File: config.mk
export PLATFORM = sky130hd
export DESIGN_NAME = ps2_host_tx
export DESIGN_NICKNAME = d
export VERILOG_FILES = /design/src/rtl/ps2_pkg.sv /design/src/rtl/ps2_sync_edge.sv /design/src/rtl/ps2_host_tx.sv
export SDC_FILE = /design/constraint.sdc
export NUM_CORES = 1
export LEC_CHECK = 0
export BUFFER_PORTS_ARGS = -buffer_cell sky130_fd_sc_hd__buf_2
export CAP_MARGIN = 15
export CORE_ASPECT_RATIO = 0.9
export CORE_MARGIN = 1.5
export CORE_UTILIZATION = 60
export CTS_CLUSTER_DIAMETER = 100
export DETAILED_ROUTE_END_ITERATION = 16
export PLACE_DENSITY = 0.79
export SLEW_MARGIN = 20
export SYNTH_ARGS = -nofsm -noshare
export SYNTH_HDL_FRONTEND = slang
export SYNTH_SLANG_ARGS = --single-unit
File: constraint.sdc
create_clock -name clock -period 2.4 [get_ports clock]
set_clock_uncertainty 0.05 [all_clocks]
set_input_delay 0.24 -clock clock [delete_from_list [all_inputs] [get_ports clock]]
set_output_delay 0.24 -clock clock [all_outputs]
set_load 0.01 [all_outputs]
File: src/rtl/ps2_pkg.sv
// rtl/ps2_pkg.sv - shared PS/2 state encoding, frame constants and command bytes
package ps2_pkg;

    typedef enum logic [2:0] {
        IDLE,
        INHIBIT,
        REQ,
        DATA,
        ACK,
        WAIT_IDLE,
        DONE,
        ERR
    } ps2_state_t;

    localparam int FRAME_BITS = 10;

    localparam logic [7:0] CMD_SET_LEDS = 8'hED;
    localparam logic [7:0] CMD_ENABLE   = 8'hF4;
    localparam logic [7:0] CMD_RESET    = 8'hFF;

    // Frame is sent LSB first: data[7:0], odd parity, stop (always 1).
    function automatic logic [FRAME_BITS-1:0] build_frame(input logic [7:0] data);
        return {1'b1, ~(^data), data};
    endfunction

endpackage

File: src/rtl/ps2_sync_edge.sv
// rtl/ps2_sync_edge.sv - 2-FF pad synchronizer with falling-edge detect (shared with the receive path)
module ps2_sync_edge (
    input  logic clock,
    input  logic reset,
    input  logic pad,
    output logic level,
    output logic fall
);

    logic meta;
    logic prev;

    // Idle bus is pulled high, so reset to 1 to avoid a false edge after reset.
    always_ff @(posedge clock or posedge reset) begin
        if (reset) begin
            meta  <= 1'b1;
            level <= 1'b1;
            prev  <= 1'b1;
        end else begin
            meta  <= pad;
            level <= meta;
            prev  <= level;
        end
    end

    assign fall = prev & ~level;

endmodule

File: src/rtl/ps2_host_tx.sv
// rtl/ps2_host_tx.sv - PS/2 host-to-device command transmitter driving open-drain output enables
// Define PS2_TX_RETRY_EN to retry a failed frame once before reporting tx_error.
module ps2_host_tx
    import ps2_pkg::*;
#(
    parameter int INHIBIT_CYCLES       = 5000,
    parameter int START_TIMEOUT_CYCLES = 750000,
    parameter int XFER_TIMEOUT_CYCLES  = 100000,
    parameter int CNT_W                = 20
) (
    input  logic       clock,
    input  logic       reset,
    input  logic [7:0] tx_data,
    input  logic       tx_valid,
    output logic       tx_ready,
    output logic       busy,
    output logic       tx_done,
    output logic       tx_error,
    input  logic       ps2_clk_in,
    input  logic       ps2_dat_in,
    output logic       ps2_clk_oe,
    output logic       ps2_dat_oe
);

    localparam logic [CNT_W-1:0] INHIBIT_LAST = CNT_W'(INHIBIT_CYCLES - 1);
    localparam logic [CNT_W-1:0] START_LAST   = CNT_W'(START_TIMEOUT_CYCLES - 1);
    localparam logic [CNT_W-1:0] XFER_LAST    = CNT_W'(XFER_TIMEOUT_CYCLES - 1);
    localparam logic [3:0]       LAST_INDEX   = 4'(FRAME_BITS);

    ps2_state_t            state;
    logic [CNT_W-1:0]      timer;
    logic [3:0]            bit_cnt;
    logic [FRAME_BITS-1:0] frame;

    logic clk_s;
    logic clk_fe;
    logic dat_s;
    logic dat_fall_unused;
    logic fail;
    logic retry_ok;

    ps2_sync_edge u_sync_clk (
        .clock (clock),
        .reset (reset),
        .pad   (ps2_clk_in),
        .level (clk_s),
        .fall  (clk_fe)
    );

    ps2_sync_edge u_sync_dat (
        .clock (clock),
        .reset (reset),
        .pad   (ps2_dat_in),
        .level (dat_s),
        .fall  (dat_fall_unused)
    );

`ifdef PS2_TX_RETRY_EN
    logic retried;
    assign retry_ok = ~retried;
`else
    assign retry_ok = 1'b0;
`endif

    // A device event in the same cycle as a timeout wins; a high data line on the ACK edge is a NACK.
    always_comb begin
        fail = 1'b0;
        case (state)
            REQ:       fail = ~clk_fe && (timer == START_LAST);
            DATA:      fail = ~clk_fe && (timer == XFER_LAST);
            ACK:       fail = clk_fe ? dat_s : (timer == XFER_LAST);
            WAIT_IDLE: fail = ~(clk_s & dat_s) && (timer == XFER_LAST);
            default:   fail = 1'b0;
        endcase
    end

    always_ff @(posedge clock or posedge reset) begin
        if (reset) begin
            state      <= IDLE;
            timer      <= '0;
            bit_cnt    <= '0;
            frame      <= '0;
            tx_ready   <= 1'b1;
            busy       <= 1'b0;
            tx_done    <= 1'b0;
            tx_error   <= 1'b0;
            ps2_clk_oe <= 1'b0;
            ps2_dat_oe <= 1'b0;
`ifdef PS2_TX_RETRY_EN
            retried    <= 1'b0;
`endif
        end else begin
            tx_done  <= 1'b0;
            tx_error <= 1'b0;
            if (fail) begin
                ps2_dat_oe <= 1'b0;
                timer      <= '0;
                if (retry_ok) begin
                    state      <= INHIBIT;
                    ps2_clk_oe <= 1'b1;
`ifdef PS2_TX_RETRY_EN
                    retried    <= 1'b1;
`endif
                end else begin
                    state      <= ERR;
                    ps2_clk_oe <= 1'b0;
                    tx_error   <= 1'b1;
                end
            end else begin
                case (state)
                    IDLE: begin
                        if (tx_valid) begin
                            state      <= INHIBIT;
                            frame      <= build_frame(tx_data);
                            timer      <= '0;
                            bit_cnt    <= '0;
                            tx_ready   <= 1'b0;
                            busy       <= 1'b1;
                            ps2_clk_oe <= 1'b1;
                            ps2_dat_oe <= 1'b0;
`ifdef PS2_TX_RETRY_EN
                            retried    <= 1'b0;
`endif
                        end
                    end
                    INHIBIT: begin
                        if (timer == INHIBIT_LAST) begin
                            state      <= REQ;
                            timer      <= '0;
                            ps2_clk_oe <= 1'b0;
                            ps2_dat_oe <= 1'b1;
                        end else begin
                            timer <= timer + 1'b1;
                        end
                    end
                    REQ: begin
                        if (clk_fe) begin
                            state      <= DATA;
                            timer      <= '0;
                            bit_cnt    <= 4'd1;
                            ps2_dat_oe <= ~frame[0];
                        end else begin
                            timer <= timer + 1'b1;
                        end
                    end
                    DATA: begin
                        timer <= timer + 1'b1;
                        if (clk_fe) begin
                            if (bit_cnt == LAST_INDEX) begin
                                state      <= ACK;
                                ps2_dat_oe <= 1'b0;
                            end else begin
                                ps2_dat_oe <= ~frame[bit_cnt];
                                bit_cnt    <= bit_cnt + 1'b1;
                            end
                        end
                    end
                    ACK: begin
                        timer <= timer + 1'b1;
                        if (clk_fe) begin
                            state <= WAIT_IDLE;
                        end
                    end
                    WAIT_IDLE: begin
                        timer <= timer + 1'b1;
                        if (clk_s && dat_s) begin
                            state   <= DONE;
                            tx_done <= 1'b1;
                        end
                    end
                    DONE, ERR: begin
                        state      <= IDLE;
                        tx_ready   <= 1'b1;
                        busy       <= 1'b0;
                        ps2_clk_oe <= 1'b0;
                        ps2_dat_oe <= 1'b0;
                    end
                    default: begin
                        state <= IDLE;
                    end
                endcase
            end
        end
    end

endmodule

==> metrics, run 1 <==
status=completed; initial antenna violation count=0; total gr overflow=0; I/O pin cnt=19; number of synthesized flops with an enable pin=0; Cell Area, Synth=~0.0027 sq mm; sequential cell area fraction in the yosys report=44.5%; Die Width=73.9 um; cells after synthesis=around 280; clk slew on worst S/H paths=approximately 0.090 ns; type of the most critical hold path=in2reg; Final ANT Viol Nets=0; placed instance count=roughly 370; Setup WS post-layout=0.167 ns; drt total wl=around 5600 um; Max-slew headroom=58.1%; Routed WL per cell=roughly 15 um; min cycle time layout=~2.2 ns; Hold Fails Final Rpt=0; via-per-instance ratio=~5.8; DRT Pass-1 Iters=4; RSZ-0062 raised after global routing=false; fin cells=approximately 380; Remaining DRCs=0; # nets final=~330; TritonCTS clock tree=built; largest net degree at the start of global routing=32; die area=just under 0.005 sq mm; ant diodes=0; CTS buffer count=5; layout cell share with drive strength beyond 1=between 20% and 30%; Initial Utilization=61.7%; Setup Fix Bufs, Post-CTS=0; average cell area after synthesis=between 9 and 10 sq um; Synth Net Count=approximately 300; setup_tns=0 ns; DIE HEIGHT=66.8 um; GR Util All Layers=approximately a quarter; final period utilization=93.0%; P_leak=1.37 nW; root buf cell=clkbuf_8; TritonCTS Sinks=48; WP data arrival=about 2.4 ns; first-pass GRT wire length=a little under 10000 um; fin. max-slew vios=0; post-layout util=between 70% and 80%; top_reg_cell synth=dfrtp_1; DP HPWL=4200 um; asr flop ratio synth=100%; Clock Path Buffers=2; Netlist cell types=55; Worst EP required=between 2 and 3 ns; count of final setup violators=0; fmax=between 400 and 500 MHz; clk_lat worst skew=~0.30 ns; initial DRC count=149; pre-CTS WS=roughly 0.0084 ns; VDD IR max=roughly 0.00041 V; Slew @ Worst Pin=around 0.63 ns; CP max FO=9; Cell Pwr Density=about 440 mW/mm^2; via count=around 2200; flops & latches, synth=between 40 and 50; commonest non-fill, non-tap cell in the layout=dfrtp_1; IO buf count=18; crit path launch type=register; P&R area growth vs syn=14.3%; most frequent cells in the layout=dfrtp_1 (42), nor2_1 (33), nand2_1 (31), buf_4 (20), buf_2 (18); GPL Wtd Cong=~0.87; Core Rows=23; Worst Path Class, Setup=reg2reg; number of global-route vias before repair=~2100; core area=0.00440 sq mm; Max Cap Violations=0; Syn. warnings=0; H-tree Lvls=2; CP Capture Type=register
==> metrics by stage <==
| step | cell area (sq um) | power (mW) | hold slack [ns] |
|---|---|---|---|
| 2_1_floorplan | 2720 | 0.868 | 0.194 |
| 3_3_place_gp | 2970 | 0.892 | 0.296 |
| 3_5_place_dp | 2970 | 0.894 | 0.296 |
| 4_1_cts | 3100 | 1.40 | 0.139 |
| 5_1_grt | 3100 | 1.44 | 0.143 |
| 6_report | 3100 | 1.38 | 0.142 |
==> layout make-up <==
class	count	area, sq um
clock inverter	2	15.0
multi-input combinational	210	1420
sequential	48	1210
inverter	9	33.8
fill	332	1300
tap	62	77.6
timing repair buffer	41	270
clock buffer	6	82.6
==> path summary, 6_finish.rpt <==
kind,from,to,slack [ns],depth (start not counted)
max in group asynchronous,reset,u_sync_clk.prev,1.11,4
min in group asynchronous,reset,timer[16],0.52,3
hold / removal,tx_data[2],frame[2],0.14,2
setup / recovery,timer[0],timer[7],0.17,8
hold reg to reg,u_sync_clk.meta,u_sync_clk.level,0.30,0
setup reg to reg,timer[0],timer[7],0.17,8
==> synthesized netlist by cell type (2+ instances only) <==
master    instances  area [sq um]
or2_2             3          18.8
a211o_1           3          26.3
nor2b_1           6          37.5
nand4_1           4          25.0
o21ai_0          12          60.1
and3_1            3          18.8
mux2_2           10           113
xnor2_1          16           140
or3_1             4          25.0
a211oi_1          2          15.0
nand2b_1          5          31.3
dfstp_2           6           158
or4_1             2          15.0
o31ai_1           2          15.0
or4_4             2          22.5
dfrtp_1          42          1050
clkbuf_1          5          18.8
a21o_1            5          37.5
o211ai_1          3          22.5
inv_1             9          33.8
ha_1              3          37.5
nand3b_1          3          22.5
o21ai_1           2          10.0
buf_2             3          15.0
a21oi_1           8          40.0
mux4_2            2          45.0
nor2_1           33           124
o21bai_1          4          30.0
nor4_1            4          25.0
nor3_1            5          25.0
and2_1            2          12.5
nand4b_1          3          26.3
mux2i_1           2          20.0
buf_1             2          7.51
nand3_1           8          40.0
nor4_4            2          42.5
nand2_1          31           116
==> state kept, by name, indices dropped and copies added (netlist names), 3 cells and up <==
register  cells
state         3
bit_cnt       4
timer        20
frame        10
==> report_power, final <==
group / switching [mW] / internal [mW]
sequential: 0.00255 / 0.816
clock: 0.266 / 0.233
combinational: 0.0342 / 0.0281
total: 0.303 / 1.08
==> worst max-delay path, cell delays in order (launching register included) <==
cell and delay (ns):
dfrtp_1 0.42, ha_1 0.26, nand2_1 0.13, nor4_4 0.05, a311oi_4 0.41, o211ai_2 0.19
buf_4 0.20, or3_1 0.35, o211ai_1 0.10
==> per-layer routing <==
metal,vias to the layer above,routed length [um],GRT usage [%]
met5,-,0,0
li1,1061,-,-
met2,54,2580,39.0
met1,1054,2710,36.7
met4,0,72,9.03
met3,8,257,5.30
==> logic make-up (layout without fill, tap and decap cells) <==
logic type                 count (synthesis)  count (layout)  share of synthesized area, %
and+or+nand+nor                          128             128                          26.1
muxes                                     14              14                          6.54
xor gates and xnor gates                  16              16                          5.16
adders and majority gates                  3               3                          1.38
DFF                                       48              48                          44.5
buffers and inverters                     21              58                          3.46
AOI/OAI and AO/OA                         49              49                          12.8
==> timing repair <==
item / 4_1_cts / 5_1_grt
pin swaps: 0 / 1
hold buffers: 3 / 0
endpoints found under the setup margin: 4 / 1
resized for setup: 1 / 0
hold endpoints to repair: 26 / 0
Power figures use the tool's default switching activity.
==> run 2, diff against run 1 <==
--- a/config.mk
+++ b/config.mk
@@ -5,6 +5,7 @@
 export SDC_FILE = /design/constraint.sdc
 export NUM_CORES = 1
 export LEC_CHECK = 0
+export ABC_AREA = 1
 export BUFFER_PORTS_ARGS = -buffer_cell sky130_fd_sc_hd__buf_2
 export CAP_MARGIN = 15
 export CORE_ASPECT_RATIO = 0.9
@@ -12,7 +13,7 @@
 export CORE_UTILIZATION = 60
 export CTS_CLUSTER_DIAMETER = 100
 export DETAILED_ROUTE_END_ITERATION = 16
-export PLACE_DENSITY = 0.79
+export PLACE_DENSITY = 0.87
 export SLEW_MARGIN = 20
 export SYNTH_ARGS = -nofsm -noshare
 export SYNTH_HDL_FRONTEND = slang
==> run 2 against run 1 <==
Effect of this change:
- sequential share of layout area about the same
- register-to-register slack better by 0.13 ns
- highest routed layer unchanged
- critical path depth up 4
- utilization down 1.4 points
- sequential power up 49%
- clock power about the same
- combinational power rose to 22 times the previous value
- synthesized cell count up 38%
- design area about the same
- worst hold slack worse by 0.063 ns
- non-clock buffer count down 18
==> metrics, run 2 <==
Synth area leaders=dfrtp_1 (37%), nand2_1 (12%), nor2_1 (8.7%) (was dfrtp_1 (39%), dfstp_2 (5.8%), xnor2_1 (5.2%)); Hold Fails Final Rpt=0 (unchanged); die area=0.00515 sq mm (was 0.00494 sq mm); most common cell in the netlist=nand2_1 (was dfrtp_1); Worst R2R Start=timer[0] (unchanged); clk_lat worst skew=0.31 ns (was 0.30 ns); total gr overflow=0 (unchanged); Worst Path Class, Setup=reg2reg (unchanged); DRT Pass-1 Iters=5 (was 4); fmax=476 MHz (was 448 MHz); initial antenna violation count=0 (unchanged); WP data arrival=2.24 ns (was 2.40 ns); sequential cell area fraction in the yosys report=42.6% (was 44.5%); Routed WL per cell=13.3 um (was 14.9 um); Worst EP required=2.54 ns (was 2.57 ns); Initial Utilization=63.2% (was 61.7%); TritonCTS Sinks=48 (unchanged); commonest non-fill, non-tap cell in the layout=nand2_1 (was dfrtp_1); post-layout util=69.1% (was 70.5%); pre-CTS WS=0.370 ns (was 0.00841 ns); Core Rows=23 (unchanged); DIE HEIGHT=68.3 um (was 66.8 um); min cycle time layout=2.10 ns (was 2.23 ns); worst setup path start=timer[0] (unchanged); count of final setup violators=0 (unchanged); fin cells=472 (was 378); core area=0.00449 sq mm (was 0.00440 sq mm); cells after synthesis=386 (was 279); RSZ-0062 raised after global routing=false (unchanged); Final ANT Viol Nets=0 (unchanged); ant diodes=0 (unchanged); GR Util All Layers=26.9% (was 25.8%); Synth Net Count=402 (was 295); Critical Path, Cell by Cell=ha_1, nand2_1, nor2_2, nand4_1, nor2_1, nor2_2, nand2_4, inv_2, nand2_4, nand2_2, inv_2, nor2_1 (was ha_1, nand2_1, nor4_4, a311oi_4, o211ai_2, buf_4, or3_1, o211ai_1); H-tree Lvls=2 (unchanged); root buf cell=clkbuf_8 (unchanged); asr flop ratio synth=100% (unchanged); Total Power=3.06 mW (was 1.38 mW); average cell area after synthesis=7.35 sq um (was 9.73 sq um); VDD IR max=0.000800 V (was 0.000406 V); Yosys top cell by area=dfrtp_1 (unchanged); R2R depth=12 (was 8); placed instance count=462 (was 367); slowest stage cell, crit path=dfrtp_1 (unchanged); initial DRC count=180 (was 149); via-per-instance ratio=5.47 (was 5.76); Clock Path Buffers=2 (unchanged); Setup Fix Bufs, Post-CTS=0 (unchanged); GPL Wtd Cong=0.963 (was 0.868); Netlist cell types=32 (was 55); CTS buffer count=5 (unchanged); setup_tns=0 ns (unchanged); status=completed (unchanged); final period utilization=87.6% (was 93.0%); CP max FO=12 (was 9); # nets final=425 (was 331); P_leak=1.55 nW (was 1.37 nW); R2R Path End=timer[16] (was timer[7]); top cells by count, synth=nand2_1 (92), nor2_1 (66), inv_1 (44) (was dfrtp_1 (42), nor2_1 (33), nand2_1 (31)); drt total wl=6260 um (was 5620 um); via count=2581 (was 2177); type of the most critical hold path=in2async (was in2reg); Setup WS post-layout=0.298 ns (was 0.167 ns); clk slew on worst S/H paths=0.09 ns (about the same); flops & latches, synth=48 (unchanged); Cell Area, Synth=0.00284 sq mm (was 0.00272 sq mm); reg-to-reg setup timing slack=0.30 ns (was 0.17 ns); DP HPWL=4640 um (was 4200 um); most frequent cells in the layout=nand2_1 (92), nor2_1 (66), inv_1 (43), dfrtp_1 (42), nand3_1 (37) (was dfrtp_1 (42), nor2_1 (33), nand2_1 (31), buf_4 (20), buf_2 (18)); fin. max-slew vios=0 (unchanged); I/O pin cnt=19 (unchanged); largest net degree at the start of global routing=46 (was 32); largest register by flop count=timer (unchanged); IO buf count=18 (unchanged); TritonCTS clock tree=built (unchanged); delay-heaviest family, CP=simple AND/OR/NAND/NOR gates (was compound AO/OA/AOI/OAI gates); worst path bufs/invs=2 (was 1); Largest stage delay, worst path=0.46 ns (was 0.42 ns); post-synth top area share=37.0% (was 38.7%); Remaining DRCs=0 (unchanged); Die Width=75.5 um (was 73.9 um); Max Cap Violations=0 (unchanged); Syn. warnings=0 (unchanged); number of synthesized flops with an enable pin=0 (unchanged); Max-slew headroom=38.7% (was 58.1%); first-pass GRT wire length=10400 um (was 9720 um); Regs by FF count=timer x20, frame x10, bit_cnt x4 (unchanged); layout cell share with drive strength beyond 1=13.9% (was 25.0%); number of global-route vias before repair=2288 (was 2121); CP Capture Type=register (unchanged); Largest register FFs=20 (unchanged); P&R area growth vs syn=9.26% (was 14.3%); Cell Pwr Density=987 mW/mm^2 (was 445 mW/mm^2); crit path launch type=register (unchanged); top_reg_cell synth=dfrtp_1 (unchanged); Slew @ Worst Pin=0.918 ns (was 0.627 ns)
==> run 2: power by group <==
part / switching [mW] / internal, mW
registers: 0.205 / 1.02
logic: 0.911 / 0.430
clock network: 0.269 / 0.230
total: 1.39 / 1.68
==> run 2: what timing repair did <==
action                                 CTS  global route
endpoints found under the hold margin    2             0
gates resized for setup                  0             0
hold buffers                             2             0
==> run 2: layout make-up <==
class	count	area (sq um)
multi-input cells	282	1410
fillers	406	1390
flip-flops and latches	48	1210
inverters	49	184
repair buffers	23	133
clock buffers	6	82.6
well taps	62	77.6
clock inverters	2	10.0
==> run 2: worst max path at each step <==
stage                     cells past startpoint  slack, ns         to
after floorplan                              12       0.71   state[1]
after global placement                       12       0.48  timer[19]
after detailed placement                     12       0.37  timer[16]
after CTS                                    12       0.35  timer[16]
after global routing                         12       0.16  timer[16]
final                                        12       0.30  timer[16]
==> run 2: routing by layer <==
metal	wire [um]	part of all wire (%)	global-route usage (%)
met1	2970	47	40.5
met2	2730	44	39.7
met3	491	7.8	5.15
met4	66	1.1	6.70
met5	0	0	0
==> run 2: kinds of logic after synthesis <==
kind of cell,Yosys count,synth area share [%]
mux,2,0.749
simple gates,225,35.1
compound gates,30,5.60
fa+ha+maj,3,1.32
xor+xnor,22,6.79
buf+inv,56,7.89
flops,48,42.6
==> run 2: per-stage QoR <==
stage / cell area, sq um / hold slack (ns)
after global placement: 2990 / 0.295
after detailed placement: 2990 / 0.296
after CTS: 3100 / 0.121
final: 3100 / 0.0794
after floorplan: 2840 / 0.194
after global routing: 3100 / 0.158
